==> config.mk <==
export PLATFORM = sky130hd
export DESIGN_NAME = mux_nx1_rr
export DESIGN_NICKNAME = d
export VERILOG_FILES = /design/src/rtl/mux_nx1_rr.sv
export SDC_FILE = /design/constraint.sdc
export NUM_CORES = 1
export LEC_CHECK = 0
export CORE_ASPECT_RATIO = 2
export CORE_MARGIN = 2
export CORE_UTILIZATION = 45
export CTS_CLUSTER_DIAMETER = 80
export DETAILED_ROUTE_END_ITERATION = 10
export PLACE_DENSITY_LB_ADDON = 0.08
export SLEW_MARGIN = 5
export SYNTH_ARGS = -nofsm -noshare
export SYNTH_HDL_FRONTEND = slang
export SYNTH_SLANG_ARGS = --single-unit
==> constraint.sdc <==
create_clock -name clk -period 12.1 [get_ports clk]
set_input_delay 2.42 -clock clk [delete_from_list [all_inputs] [get_ports clk]]
set_output_delay 2.42 -clock clk [all_outputs]
set_load 0.02 [all_outputs]
==> src/rtl/mux_nx1_rr.sv <==
// N:1 stream multiplexer with explicit-select or round-robin channel choice
// and a one-entry registered output stage (one cycle latency, full throughput).
module mux_nx1_rr #(
  parameter  int N  = 8,
  parameter  int W  = 1,
  localparam int SW = $clog2(N)
) (
  input  logic            clk,
  input  logic            rst,
  input  logic [N*W-1:0]  in_data,
  input  logic [N-1:0]    in_valid,
  output logic [N-1:0]    in_ready,
  input  logic            mode,
  input  logic [SW-1:0]   sel,
  output logic [W-1:0]    out_data,
  output logic            out_valid,
  input  logic            out_ready,
  output logic [SW-1:0]   out_ch
);

  logic [W-1:0]  r_out_data;
  logic          r_out_valid;
  logic [SW-1:0] r_out_ch;
  logic [SW-1:0] r_ptr;

  logic          w_rr_found;
  logic [SW-1:0] w_rr_idx;
  logic [SW-1:0] w_rr_pos;
  logic          w_sel_ok;
  logic          w_grant_any;
  logic [SW-1:0] w_grant_idx;
  logic          w_load_en;
  logic          w_take;
  logic [SW-1:0] w_ptr_next;
  logic [W-1:0]  w_sel_data;

  // Round-robin search starts at ptr and wraps; first valid channel wins.
  always_comb begin
    w_rr_found = 1'b0;
    w_rr_idx   = '0;
    w_rr_pos   = '0;
    for (int k = 0; k < N; k++) begin
      w_rr_pos = SW'((int'(r_ptr) + k) % N);
      if (!w_rr_found && in_valid[w_rr_pos]) begin
        w_rr_found = 1'b1;
        w_rr_idx   = w_rr_pos;
      end
    end
  end

  assign w_sel_ok    = (int'(sel) < N) && in_valid[sel];
  assign w_grant_any = mode ? w_rr_found : w_sel_ok;
  assign w_grant_idx = mode ? w_rr_idx : sel;

  // The output slot can accept a word when empty or draining this cycle.
  assign w_load_en = !r_out_valid || out_ready;
  assign w_take    = w_load_en && w_grant_any && !rst;

  assign w_ptr_next = (int'(w_grant_idx) == N - 1) ? '0 : w_grant_idx + SW'(1);

  always_comb begin
    w_sel_data = '0;
    for (int k = 0; k < N; k++) begin
      if (w_grant_idx == SW'(k)) begin
        w_sel_data = in_data[k*W +: W];
      end
    end
  end

  genvar gi;
  generate
    for (gi = 0; gi < N; gi++) begin : g_ready
      assign in_ready[gi] = w_take && (int'(w_grant_idx) == gi);
    end
  endgenerate

  always_ff @(posedge clk) begin
    if (rst) begin
      r_out_data  <= '0;
      r_out_valid <= 1'b0;
      r_out_ch    <= '0;
      r_ptr       <= '0;
    end else if (w_load_en) begin
      if (w_take) begin
        r_out_data  <= w_sel_data;
        r_out_ch    <= w_grant_idx;
        r_out_valid <= 1'b1;
        if (mode) begin
          r_ptr <= w_ptr_next;
        end
      end else begin
        r_out_valid <= 1'b0;
      end
    end
  end

  assign out_data  = r_out_data;
  assign out_valid = r_out_valid;
  assign out_ch    = r_out_ch;

endmodule

==> metrics, run 1 <==
part of the Yosys area used for sequential elements 10.5%; LEAKAGE 0.670 nW; # DRC 0; R2R cell count 20; Area growth, synth to finish 23.9%; crit path DAT 6190 ps; detailed placement HPWL 3050 um; Gate Count Post-Synth approximately 180; Max-Cap Viols 0; antenna viol nets, final 0; Async S/R FF share, synth 0%; PostCTS Resize Cnt 0; num rows 30; Hold Fails Final Rpt 0; die area about 4000 um2; Tot Pwr 0.183 mW; pin slew with the least headroom to its limit 729 ps; setup total negative slack 0 ps; slowest CP cell mux4_2; most frequent cells in the layout clkdlybuf4s50_1, nor2_1, a21oi_1; post-synth top area cell mux4_2; vias in the first global route between 1000 and 1500; VDD IR-drop max 0.0652 mV; initial DRC count 26; Post-CTS Setup Bufs 0; routability cong. 0.901; cts-stage hold buffer count 0; worst-path fanout max 7; Die X 45.2 um; layout cells sized above 1 between 10% and 20%; Ports 36; Pins Over Slew Limit 0; Tmin final 8610 ps; vias per cell 6.28; Post-Syn Area 1530 um2; n_diodes 0; max incr delay on CP 600 ps; clock sink total 8; Overall Global Routing Usage 21.1%; Final setup viols 0; final net count 240; WP data required approximately 9700 ps; Initial DRT Pass Iterations 4; CP endpoint kind output port; GR Overflow Total 0; commonest non-fill, non-tap cell in the layout clkdlybuf4s50_1; design area 1890 um2; WS Path Type input port to output port; crit share post-route between 70% and 80%; Syn. warnings 0; post-synth top area share 14.8%; CTS H-tree lvls 1; RSZ-0062 raised after global routing false; Max clock buf depth 2; top achievable clock speed approximately 120 MHz; register bit total from synthesis 8; PortBufs 35; CP Launch Type input port; reg2reg setup slack 7280 ps; Routed Wire Length 3830 um; initial antenna violation count 0; Slew headroom 51.3%; clock slew at reported path FFs 40 ps; cell area power density a little under 100 nW/um2; largest net degree at the start of global routing 20; TritonCTS buffer count 3; first-pass GRT wire length 6400 um; syn avg cell area ~8.4 um2; mean routed wirelength per cell 16.0 um; CTS tree done; crit path cell chain clkdlybuf4s50_1 -> mux4_2 -> mux2_2 -> nor2_4 -> o221ai_1 -> a221oi_1 -> a41oi_2 -> mux2i_2 -> inv_1 -> ha_1 -> ha_1 -> and2_1 -> clkdlybuf4s50_1; later-pin clock latency in the skew report 230 ps; hold depth 2; Synthesized Nets 212; Clock Skew 2.10 ps; status finished clean; core area 3300 um2; Initial Utilization 46.2%; Hold WC Path Type register to register; placed cell areas 1850 um2; Synth area leaders mux4_2, dfxtp_1, mux2i_1; Clk Tree Root Cell clkbuf_8; Post-synth EDFFs 0; setup ws final around 3500 ps; Die H 86.4 um; ys flop type dfxtp_1; DR vias 1508; count of cell types in the netlist 52; Setup WS pre-CTS 3480 ps
[final timing paths]
path	startpoint	end
worst max register to register	r_ptr[1]$_SDFFE_PP0P_	out_data$_SDFFE_PP0P_
worst min register to register	out_ch[1]$_SDFFE_PP0P_	out_ch[1]$_SDFFE_PP0P_
worst min-delay path	out_ch[1]$_SDFFE_PP0P_	out_ch[1]$_SDFFE_PP0P_
worst max-delay path	in_valid[5]	in_ready[3]
[critical path: cells and delay by family]
family,cells,cell delay [ps]
buffers and inverters,3,1170
adders and majority gates,2,460
AOI/OAI and AO/OA,3,580
and+or+nand+nor,2,270
muxes,3,1280
[final cells by class]
type	count	area, um2
Tap cell	32	40.0
Fill cell	333	1410
Clock buffer	3	41.3
Inverter	8	30.0
Sequential cell	8	160
Multi-Input combinational cell	154	1270
Timing Repair Buffer	35	350
[stage by stage]
stage          hold WS [ps]  cells  utilization, %
2_1_floorplan           570    182               -
3_3_place_gp            494    237            56.0
3_5_place_dp            492    237            56.0
4_1_cts                 498    240            57.2
5_1_grt                 508    240            57.2
6_report                494    240            57.2
[power breakdown]
part	internal [mW]	leakage, nW	total [mW]	switching, mW
clock network	0.0215	0.0216	0.0319	0.0103
registers	0.0297	0.0661	0.0356	0.00583
logic	0.0534	0.583	0.116	0.0621
total	0.105	0.670	0.183	0.0783
[sequential cells by signal, indices dropped and copies added (netlist names)]
| signal | count |
|---|---|
| out_ch | 3 |
| out_data | 1 |
| out_valid | 1 |
| r_ptr | 3 |
[cell families (layout without fill, tap and decap cells)]
family | after synthesis | in the layout | synth area share (%)
buf+inv | 20 | 46 | 6.39
compound gates | 50 | 50 | 26.4
flops | 8 | 8 | 10.5
fa+ha+maj | 7 | 7 | 5.74
xor+xnor | 3 | 3 | 1.72
simple gates | 65 | 65 | 21.1
mux | 29 | 29 | 28.1
[metal layers]
layer | global-route usage [%] | part of all wire [%]
met5 | 0 | 0
met4 | 6.15 | 1.9
met3 | 1.46 | 3.7
met2 | 33.9 | 50
met1 | 29.5 | 44
[Yosys cell counts (3+ instances only)]
cell	count
nor2_1	21
a21oi_1	15
nand2_1	13
mux2i_1	10
mux4_2	10
nand3_1	9
dfxtp_1	8
inv_1	8
mux2_2	8
ha_1	7
and2_1	6
buf_2	6
a211oi_1	4
and3_1	4
nand2b_1	3
o21ai_0	3
o221ai_1	3
o22a_1	3
xor2_1	3
(Power assumes the default switching activity.)
==> run 2: changes to the inputs <==
==> constraint.sdc (replaced) <==
create_clock -name clk -period 7.5 [get_ports clk]
set_input_delay 1.5 -clock clk [delete_from_list [all_inputs] [get_ports clk]]
set_output_delay 1.5 -clock clk [all_outputs]
set_load 0.02 [all_outputs]
==> run 2 against run 1 <==
  * Largest cell class unchanged
  * First-iteration DRC count grew 65%
  * Hold slack gained 26 ps
  * Clock skew grew 2.8 ps
  * Global-route usage grew 0.45 points
  * Cell area is the same
  * Sequential power grew 62%
  * Utilization is the same
  * Clock power grew 61%
  * Setup slack lost 2700 ps
  * Wire length grew 2.5%
  * Power grew 62%
  * Combinational power grew 62%
  * Largest power group unchanged
  * Highest routed layer unchanged
==> metrics, run 2 (same netlist as run 1, synthesis figures left out) <==
Slew headroom 49.2% (was 51.3%); worst hold start out_ch[1]$_SDFFE_PP0P_ (unchanged); PostCTS Resize Cnt 0 (unchanged); VDD IR-drop max 0.127 mV (was 0.0652 mV); layout cells sized above 1 14.9% (unchanged); setup ws final 749 ps (was 3490 ps); commonest non-fill, non-tap cell in the layout clkdlybuf4s50_1 (unchanged); Initial DRT Pass Iterations 4 (unchanged); Clk Tree Root Cell clkbuf_8 (unchanged); placed cells 237 (unchanged); most frequent cells in the layout clkdlybuf4s50_1, nor2_1, a21oi_1 (unchanged); CTS tree done (unchanged); vias per cell 6.26 (was 6.28); crit share post-route roughly 90%; Final Util 57.2% (unchanged); Hold WC Path Type register to register (unchanged); design area 1890 um2 (unchanged); CP endpoint kind output port (unchanged); reg2reg start r_ptr[0]$_SDFFE_PP0P_ (was r_ptr[1]$_SDFFE_PP0P_); largest net degree at the start of global routing 20 (unchanged); Non-Filler Instances 240 (unchanged); Post-CTS Setup Bufs 0 (unchanged); routability cong. 0.899 (was 0.901); worst-path fanout max 7 (unchanged); hold slack 520 ps (was 494 ps); die area 3900 um2 (unchanged); pin slew with the least headroom to its limit 761 ps (was 729 ps); Routed Wire Length 3930 um (was 3830 um); clock sink total 8 (unchanged); Tmin final 6750 ps; crit path DAT 5250 ps (was 6190 ps); num rows 30 (unchanged); clock slew at reported path FFs 40 ps (about the same); mean routed wirelength per cell 16.4 um (was 16.0 um); TritonCTS buffer count 3 (unchanged); first-pass GRT wire length 6560 um (was 6400 um); cell area power density 157 nW/um2 (was 96.8 nW/um2); initial DRC count 43 (was 26); n_diodes 0 (unchanged); status finished clean (unchanged); Area growth, synth to finish 23.9% (unchanged); Overall Global Routing Usage 21.5% (was 21.1%); setup total negative slack 0 ps (unchanged); Tot Pwr 0.297 mW (was 0.183 mW); Pins Over Slew Limit 0 (unchanged); cts-stage hold buffer count 0 (unchanged); later-pin clock latency in the skew report 230 ps (about the same); CP Launch Type input port (unchanged); Setup WS pre-CTS 739 ps (was 3480 ps); Final setup viols 0 (unchanged); vias in the first global route 1397 (was 1370); placed cell areas 1850 um2 (unchanged); WP data required 6000 ps (was 9680 ps); RSZ-0062 raised after global routing false (unchanged); Ports 36 (unchanged); antenna viol nets, final 0 (unchanged); initial antenna violation count 0 (unchanged); CTS H-tree lvls 1 (unchanged); GR Overflow Total 0 (unchanged); Clock Skew 4.93 ps (was 2.10 ps); LEAKAGE 0.670 nW (unchanged); WS Path Type input port to output port (unchanged); top achievable clock speed 148 MHz; Max-Cap Viols 0 (unchanged); core area 3300 um2 (unchanged); CP startpoint in_valid[5] (unchanged); Die X 45.2 um (unchanged); PortBufs 35 (unchanged); Initial Utilization 46.2% (unchanged); DR vias 1502 (was 1508); Die H 86.4 um (unchanged); final net count 240 (unchanged); Hold Fails Final Rpt 0 (unchanged); # DRC 0 (unchanged); detailed placement HPWL 3060 um (was 3050 um); Max clock buf depth 2 (unchanged)
-- run 2: cell counts in the layout (fill, tap and decap cells not counted) --
No cell type changed its count.
-- run 2: final timing paths --
| kind | end | slack, ps | cells past startpoint |
|---|---|---|---|
| worst max register to register | out_data$_SDFFE_PP0P_ | 2680 | 19 |
| worst max-delay path | in_ready[3] | 750 | 13 |
| worst min register to register | out_ch[1]$_SDFFE_PP0P_ | 520 | 2 |
| worst min-delay path | out_ch[1]$_SDFFE_PP0P_ | 520 | 2 |
-- run 2: routing by layer --
metal  up-vias  track usage [%]  share of wire, %
li1        741                -                 -
met1       712             30.1                43
met2        45             35.2                52
met3         4             2.71               4.4
met4         0             3.48               1.1
met5         -                0                 0
-- run 2: power breakdown --
part / internal (mW) / total, mW / leakage (nW) / switching (mW)
Sequential: 0.0480 / 0.0577 / 0.0661 / 0.00973
Combinational: 0.0862 / 0.188 / 0.583 / 0.101
Clock: 0.0347 / 0.0513 / 0.0216 / 0.0166
Total: 0.169 / 0.297 / 0.670 / 0.128
-- run 2: final cells by class --
cell class | instances | area, um2
tap | 32 | 40.0
multi-input combinational | 154 | 1270
sequential | 8 | 160
inverter | 8 | 30.0
fill | 321 | 1410
timing repair buffer | 35 | 350
clock buffer | 3 | 41.3
-- run 2: worst max-delay path, stage by stage --
cell	delay [ps]
clkdlybuf4s50_1	530
mux4_2	610
mux2_2	350
nor2_4	140
o221ai_1	150
a221oi_1	330
a41oi_2	80
mux2i_2	320
inv_1	110
ha_1	250
ha_1	210
and2_1	140
clkdlybuf4s50_1	520
==> run 3: changes to the inputs <==
--- a/config.mk
+++ b/config.mk
@@ -15,3 +15,4 @@
 export SYNTH_ARGS = -nofsm -noshare
 export SYNTH_HDL_FRONTEND = slang
 export SYNTH_SLANG_ARGS = --single-unit
+export TNS_END_PERCENT = 30
==> results of run 3 <==
The final DEF is identical to that of run 2; final timing and power are the same.
